### config.mk
export PLATFORM = sky130hd
export DESIGN_NAME = cntr8_seq_ctrl
export DESIGN_NICKNAME = d
export VERILOG_FILES = /design/src/rtl/cntr8_seq_ctrl.sv
export SDC_FILE = /design/constraint.sdc
export NUM_CORES = 1
export LEC_CHECK = 0
export BUFFER_PORTS_ARGS = -buffer_cell sky130_fd_sc_hd__buf_2
export CAP_MARGIN = 20
export CELL_PAD_IN_SITES_DETAIL_PLACEMENT = 0
export CELL_PAD_IN_SITES_GLOBAL_PLACEMENT = 2
export CORE_ASPECT_RATIO = 0.6
export CORE_MARGIN = 1
export CORE_UTILIZATION = 30
export DETAILED_ROUTE_END_ITERATION = 7
export PLACE_DENSITY = 0.82
export REMOVE_ABC_BUFFERS = 1
export SYNTH_ARGS = -nofsm -noshare
export SYNTH_HDL_FRONTEND = slang
export SYNTH_SLANG_ARGS = --single-unit
export TNS_END_PERCENT = 20
### constraint.sdc
create_clock -name clk -period 2.1 [get_ports clk]
set_input_delay 0.21 -clock clk [delete_from_list [all_inputs] [get_ports clk]]
set_output_delay 0.21 -clock clk [all_outputs]
set_load 0.01 [all_outputs]
### src/rtl/cntr8_seq_ctrl.sv
// 8-bit sequenced counter: load, count to a terminal value, then stop (one-shot)
// or reload and keep going (auto-reload). Pause holds the count without leaving the run.
module cntr8_seq_ctrl (
    input  logic       clk,
    input  logic       rst_n,
    input  logic       start,
    input  logic       stop,
    input  logic       pause,
    input  logic       mode,
    input  logic [7:0] load_val,
    input  logic [7:0] term_val,
    output logic [7:0] count,
    output logic       busy,
    output logic       done,
    output logic [7:0] reload_cnt
);

    typedef enum logic [1:0] {
        IDLE   = 2'd0,
        RUN    = 2'd1,
        PAUSED = 2'd2
    } state_t;

    state_t     state_q, state_d;
    logic [7:0] count_q, count_d;
    logic       busy_q, busy_d;
    logic       done_q, done_d;
    logic [7:0] reload_cnt_q, reload_cnt_d;

    // Event priority per edge: stop, start, terminal, pause, increment.
    always_comb begin
        state_d      = state_q;
        count_d      = count_q;
        busy_d       = busy_q;
        done_d       = 1'b0;
        reload_cnt_d = reload_cnt_q;

        if (stop) begin
            state_d = IDLE;
            busy_d  = 1'b0;
        end else if (start) begin
            state_d = RUN;
            busy_d  = 1'b1;
            count_d = load_val;
        end else begin
            unique case (state_q)
                RUN: begin
                    if (count_q == term_val) begin
                        done_d = 1'b1;
                        if (mode) begin
                            count_d = load_val;
                            if (reload_cnt_q != 8'hFF) begin
                                reload_cnt_d = reload_cnt_q + 8'd1;
                            end
                        end else begin
                            state_d = IDLE;
                            busy_d  = 1'b0;
                        end
                    end else if (pause) begin
                        state_d = PAUSED;
                    end else begin
                        count_d = count_q + 8'd1;
                    end
                end
                // Resuming costs one edge: the count only moves again from RUN.
                PAUSED: begin
                    if (!pause) begin
                        state_d = RUN;
                    end
                end
                default: begin
                    state_d = IDLE;
                    busy_d  = 1'b0;
                end
            endcase
        end
    end

    always_ff @(posedge clk or negedge rst_n) begin
        if (!rst_n) begin
            state_q      <= IDLE;
            count_q      <= 8'd0;
            busy_q       <= 1'b0;
            done_q       <= 1'b0;
            reload_cnt_q <= 8'd0;
        end else begin
            state_q      <= state_d;
            count_q      <= count_d;
            busy_q       <= busy_d;
            done_q       <= done_d;
            reload_cnt_q <= reload_cnt_d;
        end
    end

    assign count      = count_q;
    assign busy       = busy_q;
    assign done       = done_q;
    assign reload_cnt = reload_cnt_q;

endmodule

Yosys cells after proc, flatten, opt, wreduce, memory -nomap -nowiden. Index checks and enable logic that the tools add are counted.

Multiply operators: 0. Add/subtract/negate cells: 2. Div/mod/pow operators: 0. Bitwise gates (word level): 2. Mux-type cells: 21. Reductions and logical operators: 5. Order comparisons: 0. Shifts and indexed selects: 0. Eq/ne operators: 12.

Operators with widths (count): two-way mux 8 bit (5); adder 8 x 1 -> 8 bit (second input constant) (2); two-way mux 2 bit (6); != test 4 bit (second input constant) (3); != test 5 bit (second input constant) (2); equality test 8 bit (1); two-way mux 1 bit (8); != test 8 bit (second input constant) (1); != test 3 bit (second input constant) (2); AND reduction 3 bit (2); AND reduction 6 bit (1); case mux 2 bit (2 select lines) (1); AND reduction 4 bit (1); != test 3 x 2 -> 1 bit (second input constant) (1); equality test 2 x 1 -> 1 bit (second input constant) (1); equality test 2 bit (second input constant) (1); inverter 1 bit (2); case mux 1 bit (2 select lines) (1); nonzero test 2 bit (1).

Flip-flop bits (word level): 20. Output and inout bits: 18. Bits in writable memories: 0. Memories: 0. Logic and storage cells: 47. Input bits: 22. Bits in read-only memories: 0. Bits in latches: 0.

Logic depth before layout (Yosys ltp). Gate-level depths: netlist (run 1).

Depth after elaboration: 5. Gate-level depth with buffers: 7. Gate-level depth less buffers: 7.

Worst setup path after synthesis (run 1). OpenSTA, ideal clock, no wires.

Path type: reg-to-reg. From: register count_q[4], in the netlist count[4]. To: register count_q[1], in the netlist count[1]. Cell stages (with the launch flop): 7. Clock period less this slack: 1.904 ns. Setup slack: 0.196 ns. Library setup time: 0.125 ns. Arrival time: 1.779 ns. Required time: 1.975 ns. Path through: dfrtp_1 -> buf_6 -> xnor2_2 -> nand4_1 -> nor3_1 -> or3_4 -> mux2_4.

Cells in the longest elaborated chain, start to end: 4. Elaborated cells on any way between the ends: 7. Those cells by class: eq/ne (3); mux (3); reduce/logical (1).

Ends and longest elaborated chain: start, declared (RTL line 25) `logic [7:0] count_q, count_d;`; start signal, assigned (RTL line 88) `count_q <= count_d;`; equality test 8 bit * (RTL line 48) `if (count_q == term_val) begin`; two-way mux 8 bit (RTL line 48); two-way mux 8 bit (RTL line 46) `unique case (state_q)`; two-way mux 8 bit (RTL line 41) `end else if (start) begin`.

Every way passes the cells marked *; elsewhere a longest branch is shown, timed or not. The select of a mux whose other input is x is not followed. A chain may end at the register's enable or synchronous reset.

Worst setup path after layout (run 1).
From: register count_q[6], in the netlist count[6]. To: register count_q[5], in the netlist count[5].

The elaborated chain is that of the path after synthesis.

==> metrics.cfg, run 1 <==
[status]
status=finished clean

[grt]
grt_pass1_vias=1110
grt_usage_pct=16.87
grt_pass1_wl_um=5830
antenna_found_initial=0
grt_overflow=0
grt_max_degree=21

[critical_path]
start_kind=register
critPathMaxFanout=7
rr_endpoint=count[5]
reg2reg_setup_slack_ns=0.07
reg2regPathDepth=5
worst_ep_required_time_ns=2.21
timing_worst_setup_path_type=reg -> reg
crit_arrival_ns=2.14
r2r_start=count[6]
end_kind=register

[logic_synthesis]
synth.avg_cell_area_um2=9.607
synth_top_area_share_pct=37.21
seq_area_frac_synth_pct=37.21
synth-async-reset-ratio_pct=100.0
synth_edf_count=0
synth-main-ff-cell=dfrtp_1
yosys_register_bits=20
ys_types=46
yosysTopAreaCell=dfrtp_1
yosysWarnings=0
synth_area_leaders=dfrtp_1, xnor2_1, ha_1
synthCells=140
syn-cell-area_um2=1345

[drt]
drtIter0Drc=69
ant_nets=0
num_vias=1236
wl_per_cell_um=14.16
via_per_inst=4.905
dr.pass1.iters=4
drt_wl_total_um=3569
route.detailed.drc=0

[clock_network]
clkTransAtPathRegs_ns=0.07
htreeDepth=1
root_buffer=clkbuf_8
worstSkewPairLatency_ns=0.26
cts_sinks=20
post_cts.repair.setup_buffers=0
clockBufferDepth=2
cts-buffers-inserted=3
cts_tree=built

[sta]
setup_tns_ns=0
grt_setup_unrepaired=no
relSlewSlack_pct=58.55
fin_crit_sh_pct=96.60
tightest_slew_ns=0.6061
finalHoldViolations=0
max_freq_ghz=0.4930
period_needed_ns=2.029
final_max_slew_viol_count=0
final-setup-viol-count=0
fin_skew_ns=0.007394

[min_path]
min_to=state_q[0]
min_from=stop
min_path_type=in -> reg
whs_path_depth=2

[run]
drv_cap=0

[placement]
placed_cell_area_um2=1679
place_congestion=0.8484
io_buffers=39
dp_hpwl_um=2841

[power_and_ir_drop]
power.density_nw_per_um2=688.5
power_leakage_nw=0.7918
ir_drop_mv=0.2354

[cells_and_area]
diodes=0
area_growth_pct=30.14
final_area_um2=1750
drive_gt1_share_pct=34.38
nNetsFinal=220

[die]
design.die.area_um2=4764
die_h_um=53.87
die_x_um=88.45
core_region_area_um2=4212
ios=40
rows=18
initial_core_util_pct=31.94

[critical path, stage by stage, from the launching register on]
cell and delay (ns):
dfrtp_1 0.46, xnor2_1 0.19, and4_2 0.34, a21boi_1 0.19
a2111oi_0 0.53, o22ai_1 0.17
[flip-flops by register name, indices dropped and copies added (netlist names)]
register,count
reload_cnt,8
state_q,2
count,8
busy,1
done,1
[per-layer routing]
layer | global-route usage [%] | vias to the layer above | wire length (um)
met5 | 0 | - | 0
met4 | 4.032 | 0 | 29
met3 | 4.755 | 2 | 183
met2 | 21.15 | 27 | 1351
met1 | 26.96 | 583 | 2005
li1 | - | 624 | -
[cell usage after synthesis (2+ instances only)]
cell and n:
o22ai_1 2, xnor2_1 13, ha_1 4, nor2_1 13
and4_1 2, nor2b_1 2, inv_1 4, nor3_1 4
mux2_2 3, nand4_1 7, nand3_1 7, mux2i_1 5
nor4_1 2, o221ai_1 2, a2111oi_0 2, nand2_1 12
nand2b_1 4, o31a_1 2, o21ai_0 3, dfrtp_1 20
a31oi_1 2
[worst max-delay path by stage]
stage | slack (ns) | from | cells after the start | to
floorplan | 0.03 | count[1] | 5 | count[1]
global placement | 0.14 | count[6] | 5 | count[3]
detailed placement | 0.04 | count[6] | 5 | count[3]
CTS | 0.006 | count[6] | 5 | count[3]
global route | 0.0009 | count[2] | 4 | reload_cnt[1]
finish | 0.07 | count[6] | 5 | count[5]
[through the flow]
stage | instances | utilization (%) | power, mW | hold WS, ns | setup slack (ns)
after global placement | 248 | 39.87 | 0.9410 | 0.1971 | 0.1356
after CTS | 252 | 41.09 | 1.208 | 0.2041 | 0.005602
final | 252 | 41.56 | 1.205 | 0.2103 | 0.07144
after floorplan | 138 | - | 0.7455 | -0.08559 | 0.03081
after global routing | 252 | 41.56 | 1.291 | 0.2181 | 0.0009415
after detailed placement | 248 | 39.87 | 0.9524 | 0.1995 | 0.03965
[timing repair]
item                                    CTS  global route
endpoints found under the setup margin    0             5
resized for setup                         0             4
endpoints found under the hold margin    20             0
hold buffers                              1             0
[power breakdown]
part	internal [mW]	leakage [nW]	total, mW	switching, mW
Sequential	0.432	0.260	0.488	0.0562
Combinational	0.229	0.510	0.467	0.238
Clock	0.128	0.0216	0.250	0.122
[final cells by class]
class                      count  area (um2)
clock buffer                   3       41.29
fill                         435        2461
inverter                       4       15.01
multi-input combinational    114       830.8
sequential                    20       500.5
tap                           60       75.07
timing repair buffer          51       287.8
[logic make-up (layout without fill, tap and decap cells)]
kind of cell / Yosys count / in the layout / synth area share, %
xor gates and xnor gates: 15 / 15 / 10.33
muxes: 9 / 9 / 7.348
buffers and inverters: 6 / 58 / 2.511
and+or+nand+nor: 64 / 64 / 26.79
adders and majority gates: 4 / 4 / 3.721
AOI/OAI and AO/OA: 22 / 22 / 12.09
DFF: 20 / 20 / 37.21
[placed cells by master, fill, tap and decap left out, drive strengths merged, types with 2 or more instances in the layout]
master / instances
buf: 50
dfrtp: 20
xnor2: 14
nor2: 13
nand2: 12
nand4: 7
nand3: 7
mux2i: 5
inv: 4
nand2b: 4
nor3: 4
ha: 4
mux2: 4
o21ai: 3
clkbuf: 3
nor4: 3
and4: 3
nor2b: 2
o221ai: 2
a31oi: 2
o31a: 2
a2111oi: 2
o22ai: 2
a21oi: 2
or3: 2
Power figures use the tool's default switching activity.
==> run 2: changes to the inputs <==
--- a/config.mk
+++ b/config.mk
@@ -11,9 +11,9 @@
 export CELL_PAD_IN_SITES_GLOBAL_PLACEMENT = 2
 export CORE_ASPECT_RATIO = 0.6
 export CORE_MARGIN = 1
-export CORE_UTILIZATION = 30
+export CORE_UTILIZATION = 29
 export DETAILED_ROUTE_END_ITERATION = 7
-export PLACE_DENSITY = 0.82
+export PLACE_DENSITY = 0.8
 export REMOVE_ABC_BUFFERS = 1
 export SYNTH_ARGS = -nofsm -noshare
 export SYNTH_HDL_FRONTEND = slang
==> run 2 against run 1 <==
- sequential cell count stayed put
- via count is 4.9% higher
- wire length grew 5.3%
- non-clock buffer count is 1 higher
- core utilization decreased by 0.60 points
- clock power is 22% higher
- critical path depth unchanged
- register-to-register slack barely moved
- die area up 3.3%
- global-route usage grew 0.17 points
- worst setup slack better by 0.00062 ns
- final area rose by 0.14%
- largest cell class unchanged
- highest routed layer unchanged
==> metrics.cfg, run 2 (same netlist as run 1, synthesis figures left out) <==
[status]
status=finished clean

[sta]
final-setup-viol-count=0  ; unchanged
period_needed_ns=2.028  ; -0.0006248 ns
tightest_slew_ns=0.5248  ; -0.08130 ns
relSlewSlack_pct=64.94  ; +6.4 points
fin_skew_ns=0.006813  ; -0.0005811 ns
max_freq_ghz=0.4931  ; about the same
grt_setup_unrepaired=yes
fin_crit_sh_pct=96.57  ; about the same
setup_tns_ns=0  ; unchanged
final_max_slew_viol_count=0  ; unchanged
setup_slack_ns=0.07207  ; +0.0006248 ns
finalHoldViolations=0  ; unchanged
hold_ws_ns=0.2057  ; -0.004584 ns

[die]
rows=18  ; unchanged
die_h_um=54.76  ; +1.7%
die_x_um=89.92  ; +1.7%
design.die.area_um2=4924  ; +3.3%
core_region_area_um2=4279  ; +1.6%
initial_core_util_pct=31.43  ; -0.50 points
ios=40  ; unchanged

[critical_path]
start_kind=register
crit_chain=xnor2_1, and4_2, a21oi_2, mux2_2, a221oi_1
worst_ep_required_time_ns=2.25  ; +0.04 ns
end_kind=register
critPathMaxFanout=6  ; -1
timing_worst_setup_path_type=reg -> reg
crit_arrival_ns=2.18  ; +0.04 ns
crit_path_top_delay_cell=dfrtp_1
slowest_delay_ns=0.47  ; -0.06 ns

[clock_network]
worstSkewPairLatency_ns=0.27  ; about the same
cts_sinks=20  ; unchanged
cts_tree=built
htreeDepth=1  ; unchanged
root_buffer=clkbuf_8
clkTransAtPathRegs_ns=0.08  ; about the same
cts-buffers-inserted=3  ; unchanged
clockBufferDepth=2  ; unchanged

[power_and_ir_drop]
power.density_nw_per_um2=712.5  ; +3.5%
ir_drop_mv=0.3012  ; +28%
power_leakage_nw=0.8014  ; +1.2%

[cells_and_area]
layout_common_cells=buf_2, dfrtp_1, xnor2_1, nor2_1
layout_commonest_cell=buf_2
nNetsFinal=221  ; +0.45%
finalNonFillerCells=254  ; +0.79%
drive_gt1_share_pct=34.02  ; -0.35 points
nFillCells=446  ; +2.5%
area_growth_pct=30.33
diodes=0  ; unchanged

[grt]
grt_pass1_vias=1233  ; +11%
grt_usage_pct=17.04  ; +0.17 points
grt_max_degree=21  ; unchanged
grt_overflow=0  ; unchanged
antenna_found_initial=0  ; unchanged
grt_pass1_wl_um=6216  ; +6.6%

[run]
drv_cap=0  ; unchanged

[drt]
route.detailed.drc=0  ; unchanged
wl_per_cell_um=14.80  ; +4.5%
num_vias=1297  ; +4.9%
ant_nets=0  ; unchanged
drt_wl_total_um=3758  ; +5.3%
dr.pass1.iters=4  ; unchanged
drtIter0Drc=53  ; -23%
via_per_inst=5.106  ; +4.1%

[placement]
dp_hpwl_um=2969  ; +4.5%
io_buffers=39  ; unchanged
dpl_worst_slack_ns=0.03357  ; -0.006083 ns
place_congestion=0.7642  ; -9.9%
placed_cells=248  ; unchanged

[min_path]
min_path_type=in -> reg

[run 2: cell count changes in the layout (fill, tap and decap cells not counted), sizes merged]
| cell | change |
|---|---|
| clkbuf | +1 |
| buf | +1 |
[run 2: what timing repair did]
item,CTS,global route
hold buffers,1,0
setup endpoints to repair,0,8
resized for setup,0,1
endpoints found under the hold margin,20,0
buffers inserted,0,1
[run 2: area by class of cell]
cell class	count	area (um2)	share of cell area (%)
clock buffer	4	55.05	3.141
inverter	4	15.01	0.8565
multi-input combinational	114	812.0	46.32
sequential	20	500.5	28.55
tap	60	75.07	4.283
timing repair buffer	52	295.3	16.85
[run 2: critical path, delay by kind of cell (launching register included)]
kind	cells	cell delay, ns
mux	1	0.38
simple gates	1	0.28
compound gates	2	0.60
flops	1	0.47
xor+xnor	1	0.18
[run 2: report_power, final]
part           switching, mW  leakage (nW)  total [mW]  internal [mW]
Sequential            0.0534         0.260       0.485          0.431
Combinational          0.233         0.513       0.460          0.227
Clock                  0.137        0.0288       0.304          0.167
[run 2: worst paths after layout]
kind	cells past startpoint	from	end	slack, ns
max	5	count[6]	count[3]	0.07
min	2	stop	state_q[0]	0.21
max reg2reg	5	count[6]	count[3]	0.07
min reg2reg	1	reload_cnt[6]	reload_cnt[6]	0.51
max in group asynchronous	2	rst_n	count[0]	1.35
min in group asynchronous	2	rst_n	busy	0.42
[run 2: metal layers]
metal	wire length (um)	track usage (%)	share of wire (%)	up-vias
met5	0	0	0	-
met4	50	6.452	1.3	0
met3	278	4.444	7.4	4
met2	1533	25.38	41	49
met1	1896	23.83	50	614
li1	-	-	-	630
[run 2: through the flow]
step / area, um2 / util (%) / power, mW
2_1_floorplan: 1326 / - / 0.7455
3_3_place_gp: 1679 / 39.24 / 0.9414
3_5_place_dp: 1679 / 39.24 / 0.9484
4_1_cts: 1744 / 40.76 / 1.263
5_1_grt: 1753 / 40.96 / 1.341
6_report: 1753 / 40.96 / 1.249
==> run 3: changes to the inputs <==
--- a/config.mk
+++ b/config.mk
@@ -11,9 +11,11 @@
 export CELL_PAD_IN_SITES_GLOBAL_PLACEMENT = 2
 export CORE_ASPECT_RATIO = 0.6
 export CORE_MARGIN = 1
-export CORE_UTILIZATION = 29
+export CORE_UTILIZATION = 32
+export CTS_BUF_LIST = sky130_fd_sc_hd__clkbuf_4
+export CTS_CLUSTER_SIZE = 12
 export DETAILED_ROUTE_END_ITERATION = 7
-export PLACE_DENSITY = 0.8
+export PLACE_DENSITY = 0.86
 export REMOVE_ABC_BUFFERS = 1
 export SYNTH_ARGS = -nofsm -noshare
 export SYNTH_HDL_FRONTEND = slang
==> run 3 against run 2 <==
- non-clock buffer count stayed put
- register-to-register slack better by 0.02 ns
- via count is 3.0% lower
- wire length shrank 2.0%
- worst hold slack worse by 0.050 ns
- clock power decreased by 37%
- clock skew rose by 0.0071 ns
- core utilization grew 3.7 points
- critical path depth is the same
- final area down 1.9%
- critical path type unchanged
- largest cell class unchanged
- highest routed layer unchanged
==> metrics.cfg, run 3 (same netlist as run 1, synthesis figures left out) <==
[die]
design.die.area_um2=4475  ; -9.1%
die_h_um=52.22  ; -4.6%
initial_core_util_pct=34.94  ; +3.5 points
die_x_um=85.70  ; -4.7%
core_region_area_um2=3850  ; -10%
rows=17  ; -1
ios=40  ; unchanged

[drt]
drt_wl_total_um=3681  ; -2.0%
via_per_inst=5.012  ; -1.8%
met2_length_um=1446  ; -5.7%
drtIter0Drc=81  ; +53%
drt-met1-wl_um=2072  ; +9.3%
wl_met3_um=146  ; -47%
dr.pass1.iters=4  ; unchanged
route.detailed.drc=0  ; unchanged
ant_nets=0  ; unchanged
num_vias=1258  ; -3.0%
topRoutingLayerUsed=met4
wl_per_cell_um=14.67  ; -0.88%

[power_and_ir_drop]
swShare_pct=35.95  ; +2.1 points
p_sw_uw=410.9  ; -2.9%
p_comb_share_pct=41.5  ; +4.7 points
p_int_uw=732.0  ; -11%
ir_drop_mv=0.2321  ; -23%
clockPowerShare_pct=16.8  ; -7.5 points
power_leakage_nw=0.7874  ; -1.7%
power.density_nw_per_um2=664.8  ; -6.7%
seqPwrFrac_pct=41.7  ; +2.9 points

[clock_network]
htreeDepth=1  ; unchanged
cts-buffers-inserted=3  ; unchanged
clkTransAtPathRegs_ns=0.12  ; +0.04 ns
worstSkewPairLatency_ns=0.31  ; +0.04 ns
clockBufferDepth=2  ; unchanged
cts_sinks=20  ; unchanged
cts_tree=built
root_buffer=clkbuf_4

[critical_path]
crit_arrival_ns=2.20  ; +0.02 ns
worst_ep_required_time_ns=2.29  ; +0.04 ns
end_kind=register
critPathMaxFanout=4  ; -2
reg2reg_setup_slack_ns=0.09  ; +0.02 ns
timing_worst_setup_path_type=reg -> reg
start_kind=register

[sta]
max_freq_ghz=0.4976  ; +0.91%
tightest_slew_ns=0.5298  ; +0.004969 ns
finalHoldViolations=0  ; unchanged
final-setup-viol-count=0  ; unchanged
setup_tns_ns=0  ; unchanged
fin_skew_ns=0.01387  ; +0.007052 ns
final_max_slew_viol_count=0  ; unchanged
fin_crit_sh_pct=95.70  ; -0.87 points
grt_setup_unrepaired=no
relSlewSlack_pct=63.77  ; -1.2 points
period_needed_ns=2.010  ; -0.01826 ns

[cells_and_area]
drive_gt1_share_pct=32.99  ; -1.0 points
layout_common_cells=buf_2, dfrtp_1, xnor2_1, nor2_1
final_util_pct=44.65  ; +3.7 points
nNetsFinal=221  ; unchanged
layout_commonest_cell=buf_2
area_growth_pct=27.81
finalNonFillerCells=251  ; -1.2%
diodes=0  ; unchanged

[placement]
dp_hpwl_um=2999  ; +1.0%
place_congestion=0.8576  ; +12%
io_buffers=39  ; unchanged
placed_cells=245  ; -1.2%

[run]
drv_cap=0  ; unchanged

[min_path]
min_path_type=in -> reg

[grt]
antenna_found_initial=0  ; unchanged
grt_max_degree=21  ; unchanged
grt_pass1_vias=1141  ; -7.5%
grt_usage_pct=17.87  ; +0.83 points
grt_pass1_wl_um=5947  ; -4.3%
grt_overflow=0  ; unchanged

[status]
status=finished clean

-- run 3: cell types whose count changed in the layout (fill, tap and decap cells not counted), sizes merged --
cell	change
clkbuf	-1
clkinv	+1
-- run 3: final cells by class --
type                            count  area, um2
Multi-Input combinational cell    114      810.8
Inverter                            4      15.01
Sequential cell                    20      500.5
Timing Repair Buffer               52      295.3
Clock buffer                        3      22.52
Tap cell                           57      71.32
Clock inverter                      1      3.754
Fill cell                         383       2131
-- run 3: path summary, 6_finish.rpt --
check | startpoint | endpoint | cells after the start
min in group asynchronous | rst_n | state_q[0] | 2
hold / removal | stop | state_q[0] | 2
setup reg to reg | count[7] | count[1] | 5
max in group asynchronous | rst_n | reload_cnt[3] | 2
hold reg to reg | reload_cnt[6] | reload_cnt[6] | 1
setup / recovery | count[7] | count[1] | 5
-- run 3: worst max-delay path, cell delays in order, from the launching register on --
cell      delay [ns]
dfrtp_1         0.45
xnor2_1         0.24
and4_1          0.32
a211oi_1        0.16
or3_4           0.44
mux2_4          0.30
-- run 3: power groups by stage --
stage	registers, mW	logic (mW)	clock network, mW
finish	0.476	0.474	0.193
global route	0.484	0.524	0.223
CTS	0.477	0.475	0.202
detailed placement	0.485	0.473	0
global placement	0.481	0.469	0
floorplan	0.529	0.216	0
-- run 3: routing by layer --
metal  GRT usage (%)  vias to the layer above
met3           4.882                        2
li1                -                      624
met5               0                        -
met1           27.75                      609
met2           24.13                       23
met4           3.333                        0
-- run 3: timing repair --
item | CTS | global route
hold buffers | 1 | 0
endpoints found under the hold margin | 20 | 0
resized for setup | 0 | 0
setup buffers | 0 | 1
endpoints found under the setup margin | 0 | 4
-- run 3: per-stage QoR --
step	power [mW]	hold slack [ns]	cell area, um2	setup WS, ns
4_1_cts	1.155	0.1463	1712	0.1124
3_3_place_gp	0.9507	0.2002	1675	0.1471
6_report	1.143	0.1554	1719	0.09032
2_1_floorplan	0.7455	-0.08559	1326	0.03081
5_1_grt	1.232	0.1359	1719	0.003290
3_5_place_dp	0.9574	0.1950	1675	0.1319
